===== src/rtl/vga_pkg.sv =====
// vga_pkg: shared VGA stream type, game states and default timing constants
package vga_pkg;

    typedef enum logic [1:0] {ST_START, ST_PLAY, ST_WIN, ST_LOSE} game_state_t;

    typedef struct packed {
        logic [10:0] hcount;
        logic [10:0] vcount;
        logic        hsync;
        logic        vsync;
        logic        hblnk;
        logic        vblnk;
        logic [11:0] rgb;
    } vga_t;

    localparam int DEBOUNCE_CYCLES_DEF = 65000;
    localparam int HOLD_FRAMES_DEF     = 60;

endpackage


===== src/rtl/vga_if.sv =====
// vga_if: one VGA pixel stream with timing fields and 12-bit colour
interface vga_if;

    logic [10:0] hcount;
    logic [10:0] vcount;
    logic        hsync;
    logic        vsync;
    logic        hblnk;
    logic        vblnk;
    logic [11:0] rgb;

    modport in  (input  hcount, vcount, hsync, vsync, hblnk, vblnk, rgb);
    modport out (output hcount, vcount, hsync, vsync, hblnk, vblnk, rgb);

endinterface


===== src/rtl/btn_debounce.sv =====
// btn_debounce: synchronise a raw button, debounce it and pulse on each press
module btn_debounce #(
    parameter int DEBOUNCE_CYCLES = 65000
) (
    input  logic clk,
    input  logic rst,
    input  logic btn_i,
    output logic press_o
);

    localparam int CW = $clog2(DEBOUNCE_CYCLES + 1);

    logic          sync1_q, sync2_q, stable_q, stable_d, press_q, hit;
    logic [CW-1:0] cnt_q, cnt_d;

    // the synchronised level must disagree with the stable level for
    // DEBOUNCE_CYCLES consecutive cycles before it is accepted
    always_comb begin
        hit      = (sync2_q != stable_q) && (cnt_q == CW'(DEBOUNCE_CYCLES - 1));
        cnt_d    = (sync2_q == stable_q || hit) ? '0 : cnt_q + 1'b1;
        stable_d = hit ? sync2_q : stable_q;
    end

    // synchroniser, debounce state and registered press pulse
    always_ff @(posedge clk or posedge rst) begin
        if (rst) begin
            sync1_q  <= 1'b0;
            sync2_q  <= 1'b0;
            stable_q <= 1'b0;
            cnt_q    <= '0;
            press_q  <= 1'b0;
        end else begin
            sync1_q  <= btn_i;
            sync2_q  <= sync1_q;
            stable_q <= stable_d;
            cnt_q    <= cnt_d;
            press_q  <= hit & sync2_q;
        end
    end

    assign press_o = press_q;

endmodule


===== src/rtl/screen_selector.sv =====
// screen_selector: game-flow FSM and tear-free VGA screen multiplexer
module screen_selector
    import vga_pkg::*;
#(
    parameter int DEBOUNCE_CYCLES = DEBOUNCE_CYCLES_DEF,
    parameter int HOLD_FRAMES     = HOLD_FRAMES_DEF
) (
    input  logic        clk,
    input  logic        rst,
    input  logic        start_btn,
    input  logic        game_won,
    input  logic        game_lost,
    vga_if.in           vga_start_in,
    vga_if.in           vga_game_in,
    vga_if.in           vga_win_in,
    vga_if.in           vga_lose_in,
    vga_if.out          vga_out,
    output game_state_t game_state,
    output logic        game_active
);

    localparam int HW = $clog2(HOLD_FRAMES + 1);

    game_state_t   state_q, state_d, disp_q, disp_d;
    logic [HW-1:0] hold_q, hold_d;
    logic          btn_press, vblnk_q, frame_start, held, entering, active_q;
    logic [11:0]   sel_rgb;
    vga_t          out_q, out_d;

    btn_debounce #(.DEBOUNCE_CYCLES(DEBOUNCE_CYCLES)) u_btn (
        .clk    (clk),
        .rst    (rst),
        .btn_i  (start_btn),
        .press_o(btn_press)
    );

    // next game state; presses during the hold period are simply dropped
    always_comb begin
        state_d = state_q;
        held    = hold_q == HW'(HOLD_FRAMES);
        unique case (state_q)
            ST_START: state_d = btn_press ? ST_PLAY : ST_START;
            ST_PLAY:  state_d = game_won ? ST_WIN : game_lost ? ST_LOSE : ST_PLAY;
            default:  state_d = (btn_press && held) ? ST_START : state_q;
        endcase
    end

    // frame tick, displayed screen (latched only at frame start) and hold count
    always_comb begin
        frame_start = vga_start_in.vblnk & ~vblnk_q;
        disp_d      = frame_start ? state_q : disp_q;
        entering    = (state_q == ST_PLAY) && (state_d != ST_PLAY);
        hold_d      = entering ? '0
                    : (frame_start && (disp_q == ST_WIN || disp_q == ST_LOSE) && !held) ? hold_q + 1'b1
                    : hold_q;
    end

    // pick the displayed stream's colour, black during blanking
    always_comb begin
        sel_rgb = disp_q == ST_PLAY ? vga_game_in.rgb
                : disp_q == ST_WIN  ? vga_win_in.rgb
                : disp_q == ST_LOSE ? vga_lose_in.rgb
                : vga_start_in.rgb;
        out_d   = '{hcount: vga_start_in.hcount, vcount: vga_start_in.vcount,
                    hsync: vga_start_in.hsync, vsync: vga_start_in.vsync,
                    hblnk: vga_start_in.hblnk, vblnk: vga_start_in.vblnk,
                    rgb: (vga_start_in.hblnk | vga_start_in.vblnk) ? 12'h000 : sel_rgb};
    end

    // state, selection, hold and output registers
    always_ff @(posedge clk or posedge rst) begin
        if (rst) begin
            state_q  <= ST_START;
            disp_q   <= ST_START;
            hold_q   <= '0;
            vblnk_q  <= 1'b0;
            active_q <= 1'b0;
            out_q    <= '0;
        end else begin
            state_q  <= state_d;
            disp_q   <= disp_d;
            hold_q   <= hold_d;
            vblnk_q  <= vga_start_in.vblnk;
            active_q <= disp_d == ST_PLAY;
            out_q    <= out_d;
        end
    end

    assign vga_out.hcount = out_q.hcount;
    assign vga_out.vcount = out_q.vcount;
    assign vga_out.hsync  = out_q.hsync;
    assign vga_out.vsync  = out_q.vsync;
    assign vga_out.hblnk  = out_q.hblnk;
    assign vga_out.vblnk  = out_q.vblnk;
    assign vga_out.rgb    = out_q.rgb;
    assign game_state     = state_q;
    assign game_active    = active_q;

endmodule


===== src/flat_wrapper.sv =====
// flat-port wrapper written by rule: the top's interface ports become plain ports
module screen_selector_flat import vga_pkg::*;
#(
    parameter int DEBOUNCE_CYCLES = DEBOUNCE_CYCLES_DEF,
    parameter int HOLD_FRAMES     = HOLD_FRAMES_DEF
)
  (clk, rst, start_btn, game_won, game_lost, game_state, game_active, vga_start_in_hcount, vga_start_in_vcount, vga_start_in_hsync, vga_start_in_vsync, vga_start_in_hblnk, vga_start_in_vblnk, vga_start_in_rgb, vga_game_in_hcount, vga_game_in_vcount, vga_game_in_hsync, vga_game_in_vsync, vga_game_in_hblnk, vga_game_in_vblnk, vga_game_in_rgb, vga_win_in_hcount, vga_win_in_vcount, vga_win_in_hsync, vga_win_in_vsync, vga_win_in_hblnk, vga_win_in_vblnk, vga_win_in_rgb, vga_lose_in_hcount, vga_lose_in_vcount, vga_lose_in_hsync, vga_lose_in_vsync, vga_lose_in_hblnk, vga_lose_in_vblnk, vga_lose_in_rgb, vga_out_hcount, vga_out_vcount, vga_out_hsync, vga_out_vsync, vga_out_hblnk, vga_out_vblnk, vga_out_rgb);
  vga_if vga_start_in_i ();
  vga_if vga_game_in_i ();
  vga_if vga_win_in_i ();
  vga_if vga_lose_in_i ();
  vga_if vga_out_i ();
  input  logic clk;
  input  logic rst;
  input  logic start_btn;
  input  logic game_won;
  input  logic game_lost;
  output game_state_t game_state;
  output logic game_active;
  input wire logic [$bits(vga_start_in_i.hcount)-1:0] vga_start_in_hcount;
  input wire logic [$bits(vga_start_in_i.vcount)-1:0] vga_start_in_vcount;
  input wire logic [$bits(vga_start_in_i.hsync)-1:0] vga_start_in_hsync;
  input wire logic [$bits(vga_start_in_i.vsync)-1:0] vga_start_in_vsync;
  input wire logic [$bits(vga_start_in_i.hblnk)-1:0] vga_start_in_hblnk;
  input wire logic [$bits(vga_start_in_i.vblnk)-1:0] vga_start_in_vblnk;
  input wire logic [$bits(vga_start_in_i.rgb)-1:0] vga_start_in_rgb;
  input wire logic [$bits(vga_game_in_i.hcount)-1:0] vga_game_in_hcount;
  input wire logic [$bits(vga_game_in_i.vcount)-1:0] vga_game_in_vcount;
  input wire logic [$bits(vga_game_in_i.hsync)-1:0] vga_game_in_hsync;
  input wire logic [$bits(vga_game_in_i.vsync)-1:0] vga_game_in_vsync;
  input wire logic [$bits(vga_game_in_i.hblnk)-1:0] vga_game_in_hblnk;
  input wire logic [$bits(vga_game_in_i.vblnk)-1:0] vga_game_in_vblnk;
  input wire logic [$bits(vga_game_in_i.rgb)-1:0] vga_game_in_rgb;
  input wire logic [$bits(vga_win_in_i.hcount)-1:0] vga_win_in_hcount;
  input wire logic [$bits(vga_win_in_i.vcount)-1:0] vga_win_in_vcount;
  input wire logic [$bits(vga_win_in_i.hsync)-1:0] vga_win_in_hsync;
  input wire logic [$bits(vga_win_in_i.vsync)-1:0] vga_win_in_vsync;
  input wire logic [$bits(vga_win_in_i.hblnk)-1:0] vga_win_in_hblnk;
  input wire logic [$bits(vga_win_in_i.vblnk)-1:0] vga_win_in_vblnk;
  input wire logic [$bits(vga_win_in_i.rgb)-1:0] vga_win_in_rgb;
  input wire logic [$bits(vga_lose_in_i.hcount)-1:0] vga_lose_in_hcount;
  input wire logic [$bits(vga_lose_in_i.vcount)-1:0] vga_lose_in_vcount;
  input wire logic [$bits(vga_lose_in_i.hsync)-1:0] vga_lose_in_hsync;
  input wire logic [$bits(vga_lose_in_i.vsync)-1:0] vga_lose_in_vsync;
  input wire logic [$bits(vga_lose_in_i.hblnk)-1:0] vga_lose_in_hblnk;
  input wire logic [$bits(vga_lose_in_i.vblnk)-1:0] vga_lose_in_vblnk;
  input wire logic [$bits(vga_lose_in_i.rgb)-1:0] vga_lose_in_rgb;
  output wire logic [$bits(vga_out_i.hcount)-1:0] vga_out_hcount;
  output wire logic [$bits(vga_out_i.vcount)-1:0] vga_out_vcount;
  output wire logic [$bits(vga_out_i.hsync)-1:0] vga_out_hsync;
  output wire logic [$bits(vga_out_i.vsync)-1:0] vga_out_vsync;
  output wire logic [$bits(vga_out_i.hblnk)-1:0] vga_out_hblnk;
  output wire logic [$bits(vga_out_i.vblnk)-1:0] vga_out_vblnk;
  output wire logic [$bits(vga_out_i.rgb)-1:0] vga_out_rgb;
  assign vga_start_in_i.hcount = vga_start_in_hcount;
  assign vga_start_in_i.vcount = vga_start_in_vcount;
  assign vga_start_in_i.hsync = vga_start_in_hsync;
  assign vga_start_in_i.vsync = vga_start_in_vsync;
  assign vga_start_in_i.hblnk = vga_start_in_hblnk;
  assign vga_start_in_i.vblnk = vga_start_in_vblnk;
  assign vga_start_in_i.rgb = vga_start_in_rgb;
  assign vga_game_in_i.hcount = vga_game_in_hcount;
  assign vga_game_in_i.vcount = vga_game_in_vcount;
  assign vga_game_in_i.hsync = vga_game_in_hsync;
  assign vga_game_in_i.vsync = vga_game_in_vsync;
  assign vga_game_in_i.hblnk = vga_game_in_hblnk;
  assign vga_game_in_i.vblnk = vga_game_in_vblnk;
  assign vga_game_in_i.rgb = vga_game_in_rgb;
  assign vga_win_in_i.hcount = vga_win_in_hcount;
  assign vga_win_in_i.vcount = vga_win_in_vcount;
  assign vga_win_in_i.hsync = vga_win_in_hsync;
  assign vga_win_in_i.vsync = vga_win_in_vsync;
  assign vga_win_in_i.hblnk = vga_win_in_hblnk;
  assign vga_win_in_i.vblnk = vga_win_in_vblnk;
  assign vga_win_in_i.rgb = vga_win_in_rgb;
  assign vga_lose_in_i.hcount = vga_lose_in_hcount;
  assign vga_lose_in_i.vcount = vga_lose_in_vcount;
  assign vga_lose_in_i.hsync = vga_lose_in_hsync;
  assign vga_lose_in_i.vsync = vga_lose_in_vsync;
  assign vga_lose_in_i.hblnk = vga_lose_in_hblnk;
  assign vga_lose_in_i.vblnk = vga_lose_in_vblnk;
  assign vga_lose_in_i.rgb = vga_lose_in_rgb;
  assign vga_out_hcount = vga_out_i.hcount;
  assign vga_out_vcount = vga_out_i.vcount;
  assign vga_out_hsync = vga_out_i.hsync;
  assign vga_out_vsync = vga_out_i.vsync;
  assign vga_out_hblnk = vga_out_i.hblnk;
  assign vga_out_vblnk = vga_out_i.vblnk;
  assign vga_out_rgb = vga_out_i.rgb;
  screen_selector #(.DEBOUNCE_CYCLES(DEBOUNCE_CYCLES), .HOLD_FRAMES(HOLD_FRAMES)) u_core (.clk(clk), .rst(rst), .start_btn(start_btn), .game_won(game_won), .game_lost(game_lost), .vga_start_in(vga_start_in_i), .vga_game_in(vga_game_in_i), .vga_win_in(vga_win_in_i), .vga_lose_in(vga_lose_in_i), .vga_out(vga_out_i), .game_state(game_state), .game_active(game_active));
endmodule

===== config.mk =====
export PLATFORM = sky130hd
export DESIGN_NAME = screen_selector_flat
export DESIGN_NICKNAME = d
export VERILOG_FILES = /design/src/rtl/vga_pkg.sv /design/src/rtl/vga_if.sv /design/src/rtl/btn_debounce.sv /design/src/rtl/screen_selector.sv /design/src/flat_wrapper.sv
export SDC_FILE = /design/constraint.sdc
export NUM_CORES = 1
export LEC_CHECK = 0
export CAP_MARGIN = 30
export CORE_UTILIZATION = 35
export DETAILED_ROUTE_END_ITERATION = 8
export GPL_TIMING_DRIVEN = 0
export PLACE_DENSITY_LB_ADDON = 0.1
export SLEW_MARGIN = 20
export SYNTH_ARGS = -nofsm -noshare
export SYNTH_HDL_FRONTEND = slang
export SYNTH_SLANG_ARGS = --single-unit

===== constraint.sdc =====
create_clock -name clk -period 3.6 [get_ports clk]
set_input_delay 0.36 -clock clk [delete_from_list [all_inputs] [get_ports clk]]
set_output_delay 0.36 -clock clk [all_outputs]
set_load 0.03 [all_outputs]

Yosys cells after proc, flatten, opt, wreduce, memory -nomap -nowiden --
Index checks and enable logic that the tools add are counted.
Storage, ports and cells: register bits after elaboration 69
Operators by class: mux-type cells 13, add/sub/neg operators 2, equality and inequality tests 10, bitwise logic cells 4, reductions and logical operators 10
Operators by type and width (number):
- 2-to-1 mux 12 bit | 4
- adder 16 x 1 -> 16 bit, second input constant | 1
- == test 16 bit, second input constant | 1
- 2-to-1 mux 16 bit | 1
- 2-to-1 mux 6 bit | 2
- 2-to-1 mux 2 bit | 4
- adder 6 x 1 -> 6 bit, second input constant | 1
- == test 2 x 1 -> 1 bit, second input constant | 3
- == test 6 bit, second input constant | 1
- logical AND 1 bit | 5
- == test 2 bit, second input constant | 2
- case mux 2 bit (2 select lines) | 1
- AND 1 bit | 2
- logical NOT 2 bit | 1
- logical OR 1 bit | 2
- != test 2 x 1 -> 1 bit, second input constant | 1
- nonzero test 2 bit | 1
- == test 1 bit | 1
- logical NOT 1 bit | 1
- 2-to-1 mux 1 bit | 1
- != test 1 bit | 1
- NOT 1 bit | 1
- bitwise OR 1 bit | 1

Depth between registers and ports, before layout --
Gate-level depths: netlist of run 1.
depth in word-level cells 7, gate-level depth with buffers 7, gate-level depth less buffers 6

Hierarchy --
Synthesis of run 1 repeated with hierarchy kept, for this count alone.
Unflattened totals: cell total of the unflattened synthesis 221, area, all modules 2965.3 um^2
By module, submodules not included:
- screen_selector | times used 1, seq. area each 1226.2 um^2, cells an instance 131, area each 1994.4 um^2
- btn_debounce | times used 1, seq. area each 500.5 um^2, cells an instance 90, area each 970.9 um^2

Worst setup path after synthesis of run 1 --
No wires, ideal clock.
path type register -> register, from register u_core.u_btn.cnt_q[9], to register u_core.u_btn.cnt_q[10], data arrival time 1630 ps, cell stages (with the launch flop) 7, path slack 1851 ps, required time 3481 ps, path through dfrtp_1 -> or4b_1 -> nor4_2 -> or2_1 -> buf_6 -> buf_8 -> nor2_1
On the way: longest elaborated chain between the ends 4
Ends and longest elaborated chain:
- start: declaration | line btn_debounce.sv:14 | logic [CW-1:0] cnt_q, cnt_d;
- start signal: assignment | line btn_debounce.sv:36 | cnt_q <= cnt_d;
- parallel branches: the longest is 3 deep, another holds adder 16 x 1 -> 16 bit
- 2-to-1 mux 16 bit (*) | line btn_debounce.sv:20 | cnt_d = (sync2_q == stable_q || hit) ? '0 : cnt_q + 1'b1;
- via u_core.u_btn.cnt_d[10] | line btn_debounce.sv:14
Mark *: on every way through the listed nets, which the timed path passes. A chain may end at the register's enable or synchronous reset.

Worst setup path in the final report of run 1 --
from register u_core.u_btn.cnt_q[9], to register u_core.u_btn.cnt_q[12]
The elaborated chain is that of the path after synthesis.

==> results of run 1 <==
[sequential cells by signal, summed over array words and instances (netlist names)]
name / count
u_core.u_btn.cnt_q: 16
u_core.u_btn.press_o: 1
u_core.vblnk_q: 1
u_core.game_state: 2
u_core.disp_q: 2
u_core.game_active: 1
u_core.u_btn.sync1_q: 1
u_core.vga_out.hblnk: 1
u_core.vga_out.rgb: 12
u_core.vga_out.hcount: 11
u_core.vga_out.vsync: 1
u_core.u_btn.sync2_q: 1
u_core.hold_q: 6
u_core.vga_out.vcount: 11
u_core.u_btn.stable_q: 1
u_core.vga_out.hsync: 1
[final timing paths]
path / end / cells after the start / slack [ns] / start
worst max-delay path: u_core.u_btn.cnt_q[12]$_DFF_PP0_ / 6 / 1.69 / u_core.u_btn.cnt_q[9]$_DFF_PP0_
worst min-delay path: u_core.vga_out.vcount[10]$_DFF_PP0_ / 2 / 0.34 / rst
worst max register to register: u_core.u_btn.cnt_q[12]$_DFF_PP0_ / 6 / 1.69 / u_core.u_btn.cnt_q[9]$_DFF_PP0_
worst min register to register: u_core.u_btn.sync2_q$_DFF_PP0_ / 0 / 0.35 / u_core.u_btn.sync1_q$_DFF_PP0_
max in group asynchronous: u_core.game_active$_DFF_PP0_ / 3 / 2.73 / rst
min in group clk: u_core.u_btn.sync2_q$_DFF_PP0_ / 0 / 0.35 / u_core.u_btn.sync1_q$_DFF_PP0_
[per-stage QoR]
step	hold WS (ns)	util, %	std cells	total power [mW]	area (µm²)
after detailed placement	0.335	53.8	432	1.08	4150
after floorplan	0.331	-	210	0.930	2810
after CTS	0.342	56.0	448	1.63	4330
final	0.343	56.0	448	1.61	4330
after global routing	0.358	56.0	448	1.68	4330
after global placement	0.335	53.4	431	1.07	4120
[cell type report]
class                           count  area [µm²]  area share (%)
Sequential cell                    69        1730            39.9
Timing Repair Buffer              120        1220            28.2
Multi-Input combinational cell    128        1010            23.3
Tap cell                          102         128            2.95
Clock buffer                        9         124            2.86
Clock inverter                      7        51.3            1.18
Buffer                              6        42.5           0.983
Inverter                            7        28.8           0.665
[power groups by stage]
stage | combinational [mW] | sequential, mW | clock [mW]
6_report | 0.238 | 0.820 | 0.550
5_1_grt | 0.256 | 0.825 | 0.600
4_1_cts | 0.242 | 0.820 | 0.568
3_5_place_dp | 0.241 | 0.836 | 0
3_3_place_gp | 0.234 | 0.835 | 0
2_1_floorplan | 0.0539 | 0.876 | 0
[worst max-delay path, stage by stage (launching register included)]
cell                      delay [ns]
sky130_fd_sc_hd__dfrtp_1        0.45
sky130_fd_sc_hd__or4b_1         0.56
sky130_fd_sc_hd__nor4_2         0.32
sky130_fd_sc_hd__or2_1          0.16
sky130_fd_sc_hd__buf_6          0.13
sky130_fd_sc_hd__buf_8          0.13
sky130_fd_sc_hd__nor2_1         0.05
[synth_stat cells (2+ instances only)]
master / number
sky130_fd_sc_hd__xor2_1: 4
sky130_fd_sc_hd__mux2_2: 2
sky130_fd_sc_hd__inv_1: 7
sky130_fd_sc_hd__dfrtp_1: 69
sky130_fd_sc_hd__nor2_1: 22
sky130_fd_sc_hd__a21oi_1: 4
sky130_fd_sc_hd__o21ai_0: 5
sky130_fd_sc_hd__nand2_1: 9
sky130_fd_sc_hd__nand4_1: 2
sky130_fd_sc_hd__clkbuf_1: 2
sky130_fd_sc_hd__xnor2_1: 12
sky130_fd_sc_hd__nor2b_1: 13
sky130_fd_sc_hd__nor4bb_1: 2
sky130_fd_sc_hd__nor3_1: 4
sky130_fd_sc_hd__ha_1: 3
sky130_fd_sc_hd__nor4_1: 3
sky130_fd_sc_hd__or3_1: 4
sky130_fd_sc_hd__nand3_1: 9
sky130_fd_sc_hd__mux4_2: 12
[per-layer routing]
metal	global-route usage, %	routed length (µm)
met4	5.95	30
met1	22.0	2880
met5	0	0
met3	4.27	569
met2	26.6	3060
[kinds of logic after synthesis]
| group | Yosys count | share of synthesized area, % |
|---|---|---|
| AOI/OAI and AO/OA | 16 | 3.48 |
| xor gates and xnor gates | 16 | 5.00 |
| adders and majority gates | 3 | 1.34 |
| buffers and inverters | 13 | 2.45 |
| DFF | 69 | 61.6 |
| muxes | 15 | 10.8 |
| and+or+nand+nor | 78 | 15.4 |
==> results_tabular.tex, run 1 <==
\begin{tabular}{lr}
\hline
Metric & Value \\
\hline
\multicolumn{2}{l}{\textbf{Outcome}} \\
\quad Result of the run & complete, no violations \\
\multicolumn{2}{l}{\textbf{Power and ir drop}} \\
\quad Logic pwr share & between 10 and 15\% \\
\quad PwrDens & 371 mW/mm² \\
\quad P\_sw & between 0.4 and 0.5 mW \\
\quad Int Power & $\sim$1.2 mW \\
\quad Flop pwr share & roughly half \\
\quad Leakage Power & $\sim$1.8 nW \\
\quad Maximum vdd ir drop & roughly 0.18 mV \\
\quad Clock network fraction of total power & $\sim$34\% \\
\quad Net switching fraction of the power & between 20\% and 30\% \\
\multicolumn{2}{l}{\textbf{Critical path}} \\
\quad Type of the setup path with the least slack & register to register \\
\quad Maximum fanout along the worst path & 10 \\
\quad Endpoint type of the worst setup path & register \\
\quad Required time worst endpoint & 3.82 ns \\
\quad Data arrival time of the critical path & 2.14 ns \\
\quad Kind of launch point of the worst setup path & register \\
\multicolumn{2}{l}{\textbf{CTS}} \\
\quad Cts bufs inserted & 9 \\
\quad Clock tree buffer depth & 2 \\
\quad Deepest level of the CTS H-tree & 3 \\
\quad Clock-pin slew reported for the worst setup and hold paths after clock tree synthesis & roughly 0.080 ns \\
\quad Post-CTS Setup Inserts & 0 \\
\quad \# clock sinks & between 60 and 70 \\
\quad Insertion delay to the later sink of the worst-skew pair & $\sim$0.33 ns \\
\quad CTS Hold Bufs & 0 \\
\quad Root Buffer & sky130\_fd\_sc\_hd\_\_clkbuf\_8 \\
\quad Resized cells post-CTS & 0 \\
\quad TritonCTS clock tree & built \\
\multicolumn{2}{l}{\textbf{Synthesis}} \\
\quad Share of the synthesized area in the top cell type & approximately 60\% \\
\quad Proportion of synthesized chip area in sequential cells & 61.6\% \\
\quad Async set-reset flop share out of synthesis & 100\% \\
\quad Synth Flop Type & sky130\_fd\_sc\_hd\_\_dfrtp\_1 \\
\quad Synth Area per Inst & approximately 13 µm² \\
\quad Number of warning messages in the yosys log & 0 \\
\quad Count of flip-flops with a built-in enable after synthesis & 0 \\
\quad Post-synthesis instance area & between 0.002 and 0.003 mm² \\
\quad Number of instances in the synthesized netlist & 210 \\
\quad Synthesized flop and latch total & 69 \\
\quad Library cell with the largest summed area after synthesis & sky130\_fd\_sc\_hd\_\_dfrtp\_1 \\
\quad Synthesized netlist net count & 370 \\
\quad Top area cells in the synthesized netlist & sky130\_fd\_sc\_hd\_\_dfrtp\_1, sky130\_fd\_sc\_hd\_\_mux4\_2, sky130\_fd\_sc\_hd\_\_xnor2\_1, sky130\_fd\_sc\_hd\_\_nor2\_1, sky130\_fd\_sc\_hd\_\_nor2b\_1 \\
\quad Number of unique standard cell types used by synthesis & roughly 40 \\
\multicolumn{2}{l}{\textbf{Global route}} \\
\quad GRT Resource Usage Total & 16.7\% \\
\quad Largest net degree at the start of global routing & 44 \\
\quad Initial antenna violation count & 0 \\
\quad Vias in the first global route & around 2100 \\
\quad Overall overflow remaining after global route & 0 \\
\quad First-pass GRT wire length & 10700 µm \\
\multicolumn{2}{l}{\textbf{Detailed routing}} \\
\quad Average via count per standard cell & 4.64 \\
\quad Drc violations & 0 \\
\quad Count of vias placed by the detailed router & 2078 \\
\quad 1st-pass router iterations & 4 \\
\quad Total length of routed wires & about 6500 µm \\
\quad Wire length per cell after detailed routing & around 15 µm \\
\quad Post-route antenna net violation count & 0 \\
\quad Drt first-iter violations & 56 \\
\multicolumn{2}{l}{\textbf{STA}} \\
\quad Final worst setup slack & between 1.5 and 2 ns \\
\quad Maximum clock frequency & 523 MHz \\
\quad Final period util & 53.1\% \\
\quad Transition time at the pin with the least slew margin & $\sim$0.58 ns \\
\quad Number of max-slew violations in the final report & 0 \\
\quad Final Skew & between 0.009 and 0.01 ns \\
\quad \# setup viols final & 0 \\
\quad Unrepaired setup endpoints after global routing & false \\
\quad Slew margin rel. & between 60\% and 70\% \\
\quad Final Hold Fails & 0 \\
\quad Clock period minus worst slack & between 1.5 and 2 ns \\
\quad Sum of negative setup slack & 0 ns \\
\multicolumn{2}{l}{\textbf{Floorplanning}} \\
\quad Die height & 91.5 µm \\
\quad Full die area & between 0.008 and 0.009 mm² \\
\quad Initial cell density of the core & around 36\% \\
\quad Site row count & 32 \\
\quad Floorplan die width & around 90 µm \\
\quad Core Area & just under 0.008 mm² \\
\quad Number of placed I/O pins & 198 \\
\multicolumn{2}{l}{\textbf{Final layout}} \\
\quad Filler Cell Count & around 640 \\
\quad Proportion of layout cells with a drive suffix above 1 & between 10\% and 20\% \\
\quad Commonest non-fill, non-tap cell in the layout & sky130\_fd\_sc\_hd\_\_clkdlybuf4s50\_1 \\
\quad Most used cells in the layout excluding fill and tap cells & sky130\_fd\_sc\_hd\_\_clkdlybuf4s50\_1, sky130\_fd\_sc\_hd\_\_dfrtp\_1, sky130\_fd\_sc\_hd\_\_nor2\_1 \\
\quad Number of nets in the layout & $\sim$500 \\
\quad ANT cells & 0 \\
\quad Area Overhead vs Synth & 54.3\% \\
\multicolumn{2}{l}{\textbf{Place}} \\
\quad Detailed placement HPWL & 4980 µm \\
\quad Worst-case setup slack after placement & 1.67 ns \\
\quad Port Buffer Count & about 120 \\
\quad Final weighted congestion in routability-driven placement & about 0.73 \\
\multicolumn{2}{l}{\textbf{Flow run}} \\
\quad Count of max-cap constraint violations & 0 \\
\multicolumn{2}{l}{\textbf{Hold path}} \\
\quad Path type of the worst min-delay path & input pin to asynchronous set/reset pin \\
\hline
\end{tabular}
(Power assumes the default switching activity.)
==> run 2: changes to the inputs <==
CORE_UTILIZATION = 31   (was 35)
clock period = 1.7 ns   (was 3.6 ns; I/O delays follow)
==> results_tabular.tex, run 2 (synthesis gave the netlist of run 1 again) <==
\begin{tabular}{lr}
\hline
Metric & Value \\
\hline
\multicolumn{2}{l}{\textbf{Place}} \\
\quad Cell total after placement & roughly 440 \\
\quad Final weighted congestion in routability-driven placement & about 0.74 \\
\quad Detailed placement HPWL & 5300 µm \\
\quad Port Buffer Count & around 120 \\
\quad Worst-case setup slack after placement & -0.202 ns \\
\multicolumn{2}{l}{\textbf{Critical path}} \\
\quad Data arrival time of the critical path & just under 2 ns \\
\quad Largest stage delay, worst path & approximately 0.55 ns \\
\quad Endpoint type of the worst setup path & register \\
\quad Crit path cell chain & or4b\_4 > nor4\_4 > or2\_1 > buf\_6 > buf\_8 > nor2\_1 \\
\quad Type of the setup path with the least slack & register to register \\
\quad Top Family by Delay on Critical Path & simple AND/OR/NAND/NOR gates \\
\quad Kind of launch point of the worst setup path & register \\
\quad Count of buffering cells on the critical path with inverters included & 2 \\
\quad Number of cells on the critical path & 6 \\
\quad Required time worst endpoint & just under 2 ns \\
\quad Maximum fanout along the worst path & 10 \\
\quad Register-to-Register Setup Slack & -0.002 ns \\
\quad R2r worst-path depth & 6 \\
\quad Library cell contributing the largest single delay on the critical path & sky130\_fd\_sc\_hd\_\_or4b\_4 \\
\multicolumn{2}{l}{\textbf{Final layout}} \\
\quad ANT cells & 0 \\
\quad Commonest non-fill, non-tap cell in the layout & sky130\_fd\_sc\_hd\_\_clkdlybuf4s50\_1 \\
\quad Post-layout instance count excluding filler cells & 463 \\
\quad Post-layout utilization of the core & approximately half \\
\quad Most used cells in the layout excluding fill and tap cells & sky130\_fd\_sc\_hd\_\_clkdlybuf4s50\_1, sky130\_fd\_sc\_hd\_\_dfrtp\_1, sky130\_fd\_sc\_hd\_\_nor2\_1 \\
\quad Proportion of layout cells with a drive suffix above 1 & between 10\% and 20\% \\
\quad Filler Cell Count & 781 \\
\quad Area Overhead vs Synth & 61.5\% \\
\quad Largest register FFs & 16 \\
\quad Number of nets in the layout & 510 \\
\quad Register with the most flip-flops & u\_core.u\_btn.cnt\_q \\
\multicolumn{2}{l}{\textbf{Power and ir drop}} \\
\quad Logic pwr share & between 10\% and 20\% \\
\quad PwrDens & about 800 mW/mm² \\
\quad P\_sw & between 0.9 and 1 mW \\
\quad Net switching fraction of the power & 25.4\% \\
\quad Clock network fraction of total power & between 30\% and 40\% \\
\quad Post-layout total power & 3.60 mW \\
\quad Flop pwr share & between 40\% and 50\% \\
\quad Int Power & between 2 and 3 mW \\
\quad Leakage Power & between 1.5 and 2 nW \\
\quad Maximum vdd ir drop & approximately 0.48 mV \\
\multicolumn{2}{l}{\textbf{CTS}} \\
\quad \# clock sinks & 69 \\
\quad Cts bufs inserted & 9 \\
\quad TritonCTS clock tree & built \\
\quad Insertion delay to the later sink of the worst-skew pair & around 0.34 ns \\
\quad Root Buffer & sky130\_fd\_sc\_hd\_\_clkbuf\_8 \\
\quad Clock tree buffer depth & 2 \\
\quad Clock-pin slew reported for the worst setup and hold paths after clock tree synthesis & 0.08 ns \\
\quad CTS Hold Bufs & 0 \\
\quad Deepest level of the CTS H-tree & 3 \\
\multicolumn{2}{l}{\textbf{Detailed routing}} \\
\quad Drt first-iter violations & 70 \\
\quad Count of vias placed by the detailed router & 2146 \\
\quad Total length of routed wires & about 7300 µm \\
\quad 1st-pass router iterations & 4 \\
\quad Post-route antenna net violation count & 0 \\
\quad Drc violations & 0 \\
\quad Average via count per standard cell & around 4.6 \\
\quad Wire length per cell after detailed routing & about 16 µm \\
\multicolumn{2}{l}{\textbf{Global route}} \\
\quad Overall overflow remaining after global route & 0 \\
\quad Vias in the first global route & roughly 2200 \\
\quad Initial antenna violation count & 0 \\
\quad GRT Resource Usage Total & between 15 and 20\% \\
\quad Largest net degree at the start of global routing & 33 \\
\quad First-pass GRT wire length & 12000 µm \\
\multicolumn{2}{l}{\textbf{STA}} \\
\quad Number of max-slew violations in the final report & 0 \\
\quad \# setup viols final & 4 \\
\quad Clock period minus worst slack & 1.70 ns \\
\quad Final Hold Fails & 0 \\
\quad Final period util & 100\% \\
\quad Slew margin rel. & approximately 67\% \\
\quad Final worst setup slack & -0.00204 ns \\
\quad Final Skew & roughly 0.0087 ns \\
\quad Unrepaired setup endpoints after global routing & true \\
\quad Transition time at the pin with the least slew margin & between 0.4 and 0.5 ns \\
\quad Final worst hold slack & 0.142 ns \\
\quad Maximum clock frequency & $\sim$590 MHz \\
\multicolumn{2}{l}{\textbf{Floorplanning}} \\
\quad Full die area & 0.00943 mm² \\
\quad Core Area & slightly below 0.009 mm² \\
\quad Floorplan die width & 97.1 µm \\
\quad Site row count & 34 \\
\quad Die height & 97.1 µm \\
\quad Number of placed I/O pins & between 150 and 200 \\
\quad Initial cell density of the core & roughly a third \\
\multicolumn{2}{l}{\textbf{Hold path}} \\
\quad Path type of the worst min-delay path & input pin to asynchronous set/reset pin \\
\multicolumn{2}{l}{\textbf{Outcome}} \\
\quad Failing checks & setup timing \\
\quad Result of the run & complete, but fails checks \\
\multicolumn{2}{l}{\textbf{Flow run}} \\
\quad Count of max-cap constraint violations & 0 \\
\hline
\end{tabular}
==> run 2: cell types whose count changed in the layout (fill, tap and decap cells not counted), sizes merged <==
cell | before | now
clkinvlp | 5 | 4
inv | 8 | 7
clkinv | 1 | 2
bufinv | 0 | 1
buf | 5 | 14
==> run 2: layout make-up <==
cell class	count	area (µm²)	area share (%)
well taps	108	135	2.98
inverters	7	30.0	0.663
plain buffers	5	46.3	1.02
repair buffers	130	1310	28.9
clock buffers	9	124	2.73
flip-flops and latches	69	1730	38.2
multi-input cells	128	1080	23.8
clock inverters	7	75.1	1.66
==> run 2: repair_timing <==
item / 4_1_cts / 5_1_grt
gates resized for setup: 6 / 17
pin swaps: 1 / 5
endpoints found under the setup margin: 25 / 27
setup buffers: 3 / 6
==> run 2: power groups by stage <==
stage / combinational [mW] / clock [mW] / sequential, mW
after CTS: 0.522 / 1.38 / 1.74
after floorplan: 0.115 / 0 / 1.86
after global routing: 0.568 / 1.46 / 1.75
after detailed placement: 0.516 / 0 / 1.77
final: 0.526 / 1.34 / 1.74
after global placement: 0.499 / 0 / 1.77
==> run 2: per-stage QoR <==
| stage | setup TNS (ns) | area [µm²] |
|---|---|---|
| final | -0.00414 | 4530 |
| after CTS | -0.992 | 4410 |
| after detailed placement | -2.91 | 4180 |
| after floorplan | 0 | 2810 |
| after global routing | -1.54 | 4530 |
| after global placement | -11.51 | 4140 |
==> run 2: routing by layer <==
layer / track usage (%) / up-vias / wire length [µm]
met2: 22.8 / 83 / 3160
met5: 0 / - / 0
met4: 5.97 / 0 / 93
met3: 4.96 / 8 / 574
li1: - / 1014 / -
met1: 24.5 / 1041 / 3490
==> run 2: final timing paths <==
| check | startpoint | end |
|---|---|---|
| worst min register to register | u_core.u_btn.sync1_q$_DFF_PP0_ | u_core.u_btn.sync2_q$_DFF_PP0_ |
| worst min-delay path | rst | u_core.vga_out.vsync$_DFF_PP0_ |
| worst max-delay path | u_core.u_btn.cnt_q[4]$_DFF_PP0_ | u_core.u_btn.cnt_q[7]$_DFF_PP0_ |
| min in group clk | vga_start_in_vcount[2] | u_core.vga_out.vcount[2]$_DFF_PP0_ |
| max in group asynchronous | rst | u_core.game_state[1]$_DFF_PP0_ |
| worst max register to register | u_core.u_btn.cnt_q[4]$_DFF_PP0_ | u_core.u_btn.cnt_q[7]$_DFF_PP0_ |
==> run 2: worst reg2reg max path: cells and delay by family (launching register included) <==
family	cells	cell delay, ns
AND/OR/NAND/NOR	4	0.91
flip-flops	1	0.43
buffers and inverters	2	0.25
==> run 3: changes to the inputs <==
CTS_CLUSTER_DIAMETER = 50   (was default)
GPL_TIMING_DRIVEN = default   (was 0)
==> results_tabular.tex, run 3 (synthesis gave the netlist of run 1 again) <==
\begin{tabular}{lr}
\hline
Metric & Value \\
\hline
\multicolumn{2}{l}{\textbf{Outcome}} \\
\quad Result of the run & complete, no violations \\
\multicolumn{2}{l}{\textbf{Critical path}} \\
\quad Maximum fanout along the worst path & 8 \\
\quad Required time worst endpoint & 1.93 ns \\
\quad R2r worst-path depth & 5 \\
\quad Number of cells on the critical path & 5 \\
\quad Crit path cell chain & or4b\_4 > nor4\_4 > or2\_1 > buf\_4 > nor2\_1 \\
\quad Type of the setup path with the least slack & register to register \\
\quad Library cell contributing the largest single delay on the critical path & sky130\_fd\_sc\_hd\_\_or4b\_4 \\
\quad Kind of launch point of the worst setup path & register \\
\quad Endpoint type of the worst setup path & register \\
\quad Largest stage delay, worst path & between 0.5 and 0.6 ns \\
\quad Data arrival time of the critical path & around 1.9 ns \\
\quad Count of buffering cells on the critical path with inverters included & 1 \\
\quad Top Family by Delay on Critical Path & simple AND/OR/NAND/NOR gates \\
\multicolumn{2}{l}{\textbf{Final layout}} \\
\quad Post-layout instance count excluding filler cells & around 460 \\
\quad Reg area & 0.00173 mm² \\
\quad Multi-input gate area & a little over 0.001 mm² \\
\quad Largest register FFs & 16 \\
\quad Commonest non-fill, non-tap cell in the layout & sky130\_fd\_sc\_hd\_\_clkdlybuf4s50\_1 \\
\quad Filler Cell Count & just under 800 \\
\quad Most used cells in the layout excluding fill and tap cells & sky130\_fd\_sc\_hd\_\_clkdlybuf4s50\_1, sky130\_fd\_sc\_hd\_\_dfrtp\_1, sky130\_fd\_sc\_hd\_\_nor2\_1 \\
\quad Register with the most flip-flops & u\_core.u\_btn.cnt\_q \\
\quad Area Overhead vs Synth & 59.9\% \\
\quad Number of nets in the layout & roughly 500 \\
\quad Proportion of layout cells with a drive suffix above 1 & between 10\% and 20\% \\
\quad ANT cells & 0 \\
\multicolumn{2}{l}{\textbf{Power and ir drop}} \\
\quad Leakage Power & between 1.5 and 2 nW \\
\quad Post-layout total power & 3.59 mW \\
\quad PwrDens & between 800 and 900 mW/mm² \\
\quad Maximum vdd ir drop & roughly 0.39 mV \\
\multicolumn{2}{l}{\textbf{STA}} \\
\quad Transition time at the pin with the least slew margin & about 0.58 ns \\
\quad Final Skew & around 0.0091 ns \\
\quad Maximum clock frequency & $\sim$600 MHz \\
\quad \# setup viols final & 0 \\
\quad Unrepaired setup endpoints after global routing & true \\
\quad Final Hold Fails & 0 \\
\quad Number of max-slew violations in the final report & 0 \\
\quad Slew margin rel. & 61.6\% \\
\quad Final period util & a little over nine tenths \\
\quad Clock period minus worst slack & $\sim$1.6 ns \\
\multicolumn{2}{l}{\textbf{CTS}} \\
\quad Insertion delay to the later sink of the worst-skew pair & around 0.34 ns \\
\quad Root Buffer & sky130\_fd\_sc\_hd\_\_clkbuf\_8 \\
\quad CTS Hold Bufs & 0 \\
\quad Deepest level of the CTS H-tree & 3 \\
\quad Clock-pin slew reported for the worst setup and hold paths after clock tree synthesis & 0.08 ns \\
\quad TritonCTS clock tree & built \\
\quad \# clock sinks & just under 70 \\
\quad Clock tree buffer depth & 2 \\
\quad Cts bufs inserted & 9 \\
\multicolumn{2}{l}{\textbf{Place}} \\
\quad Cell total after placement & 446 \\
\quad Detailed placement HPWL & 5300 µm \\
\quad Port Buffer Count & around 120 \\
\quad Final weighted congestion in routability-driven placement & around 0.76 \\
\multicolumn{2}{l}{\textbf{Floorplanning}} \\
\quad Floorplan die width & approximately 97 µm \\
\quad Number of placed I/O pins & just under 200 \\
\quad Full die area & $\sim$0.0094 mm² \\
\quad Core Area & just under 0.009 mm² \\
\quad Die height & 97.1 µm \\
\quad Initial cell density of the core & around 32\% \\
\quad Site row count & 34 \\
\multicolumn{2}{l}{\textbf{Detailed routing}} \\
\quad Post-route antenna net violation count & 0 \\
\quad 1st-pass router iterations & 4 \\
\quad Average via count per standard cell & between 4 and 5 \\
\quad Total length of routed wires & slightly above 7000 µm \\
\quad Drt first-iter violations & 49 \\
\quad Wire length per cell after detailed routing & between 15 and 20 µm \\
\quad Drc violations & 0 \\
\quad Count of vias placed by the detailed router & 2111 \\
\multicolumn{2}{l}{\textbf{Flow run}} \\
\quad Count of max-cap constraint violations & 0 \\
\multicolumn{2}{l}{\textbf{Global route}} \\
\quad Largest net degree at the start of global routing & 31 \\
\quad Met3 layer usage reported by global route & 5.40\% \\
\quad GRT Resource Usage Total & between 10\% and 20\% \\
\quad Met2 Use GR & 23.8\% \\
\quad Met1 global-route usage & between 20\% and 30\% \\
\quad GRT busiest layer & met2 \\
\quad First-pass GRT wire length & 12100 µm \\
\quad Initial antenna violation count & 0 \\
\quad Overall overflow remaining after global route & 0 \\
\quad Vias in the first global route & between 2000 and 2500 \\
\multicolumn{2}{l}{\textbf{Hold path}} \\
\quad Path type of the worst min-delay path & input pin to asynchronous set/reset pin \\
\hline
\end{tabular}
==> run 3: final cells by class <==
type / count / share of cell area [%]
Clock buffer: 10 / 3.07
Multi-Input combinational cell: 128 / 23.1
Sequential cell: 69 / 38.5
Clock inverter: 6 / 1.39
Inverter: 7 / 0.669
Timing Repair Buffer: 136 / 30.2
Tap cell: 108 / 3.01
==> run 3: repair_timing <==
item | 4_1_cts | 5_1_grt
pin swaps | 0 | 0
resized for setup | 1 | 4
buffers inserted | 0 | 2
setup endpoints to repair | 2 | 17
==> run 3: path summary, 6_finish.rpt <==
kind / from / end / slack, ns
min in group clk: vga_start_in_vcount[6] / u_core.vga_out.vcount[6]$_DFF_PP0_ / 0.26
worst max-delay path: u_core.u_btn.cnt_q[9]$_DFF_PP0_ / u_core.u_btn.cnt_q[7]$_DFF_PP0_ / 0.06
worst min register to register: u_core.u_btn.sync1_q$_DFF_PP0_ / u_core.u_btn.sync2_q$_DFF_PP0_ / 0.35
max in group asynchronous: rst / u_core.vga_out.hblnk$_DFF_PP0_ / 1.06
worst min-delay path: rst / u_core.vga_out.vcount[7]$_DFF_PP0_ / 0.16
worst max register to register: u_core.u_btn.cnt_q[9]$_DFF_PP0_ / u_core.u_btn.cnt_q[7]$_DFF_PP0_ / 0.06
==> run 3: metrics by stage <==
| step | instance area, µm² | TNS [ns] | utilization (%) | setup slack (ns) | hold WS [ns] |
|---|---|---|---|---|---|
| final | 4490 | 0 | 51.4 | 0.0631 | 0.161 |
| after global routing | 4490 | -0.146 | 51.4 | -0.0374 | 0.188 |
| after CTS | 4450 | 0 | 51.0 | 0.0123 | 0.156 |
| after detailed placement | 4240 | 0 | 48.7 | 0.00777 | 0.335 |
| after global placement | 4240 | 0 | 48.7 | 0.0522 | 0.334 |
| after floorplan | 2810 | 0 | - | 0.0613 | 0.201 |
==> run 3: worst register-to-register path, cell delays in order (launching register included) <==
cell	delay (ns)
sky130_fd_sc_hd__dfrtp_1	0.42
sky130_fd_sc_hd__or4b_4	0.56
sky130_fd_sc_hd__nor4_4	0.18
sky130_fd_sc_hd__or2_1	0.16
sky130_fd_sc_hd__buf_4	0.16
sky130_fd_sc_hd__nor2_1	0.06
==> run 3: power breakdown <==
part	leakage, nW	total [mW]	switching [mW]	internal [mW]
combinational	0.869	0.511	0.216	0.296
sequential	0.886	1.74	0.0332	1.70
clock	0.106	1.34	0.628	0.714
total	1.86	3.59	0.877	2.71
==> run 3: per-layer routing <==
layer	vias up	routed length, µm
li1	1012	-
met1	1011	3410
met2	81	3050
met3	7	551
met4	0	89
met5	-	0
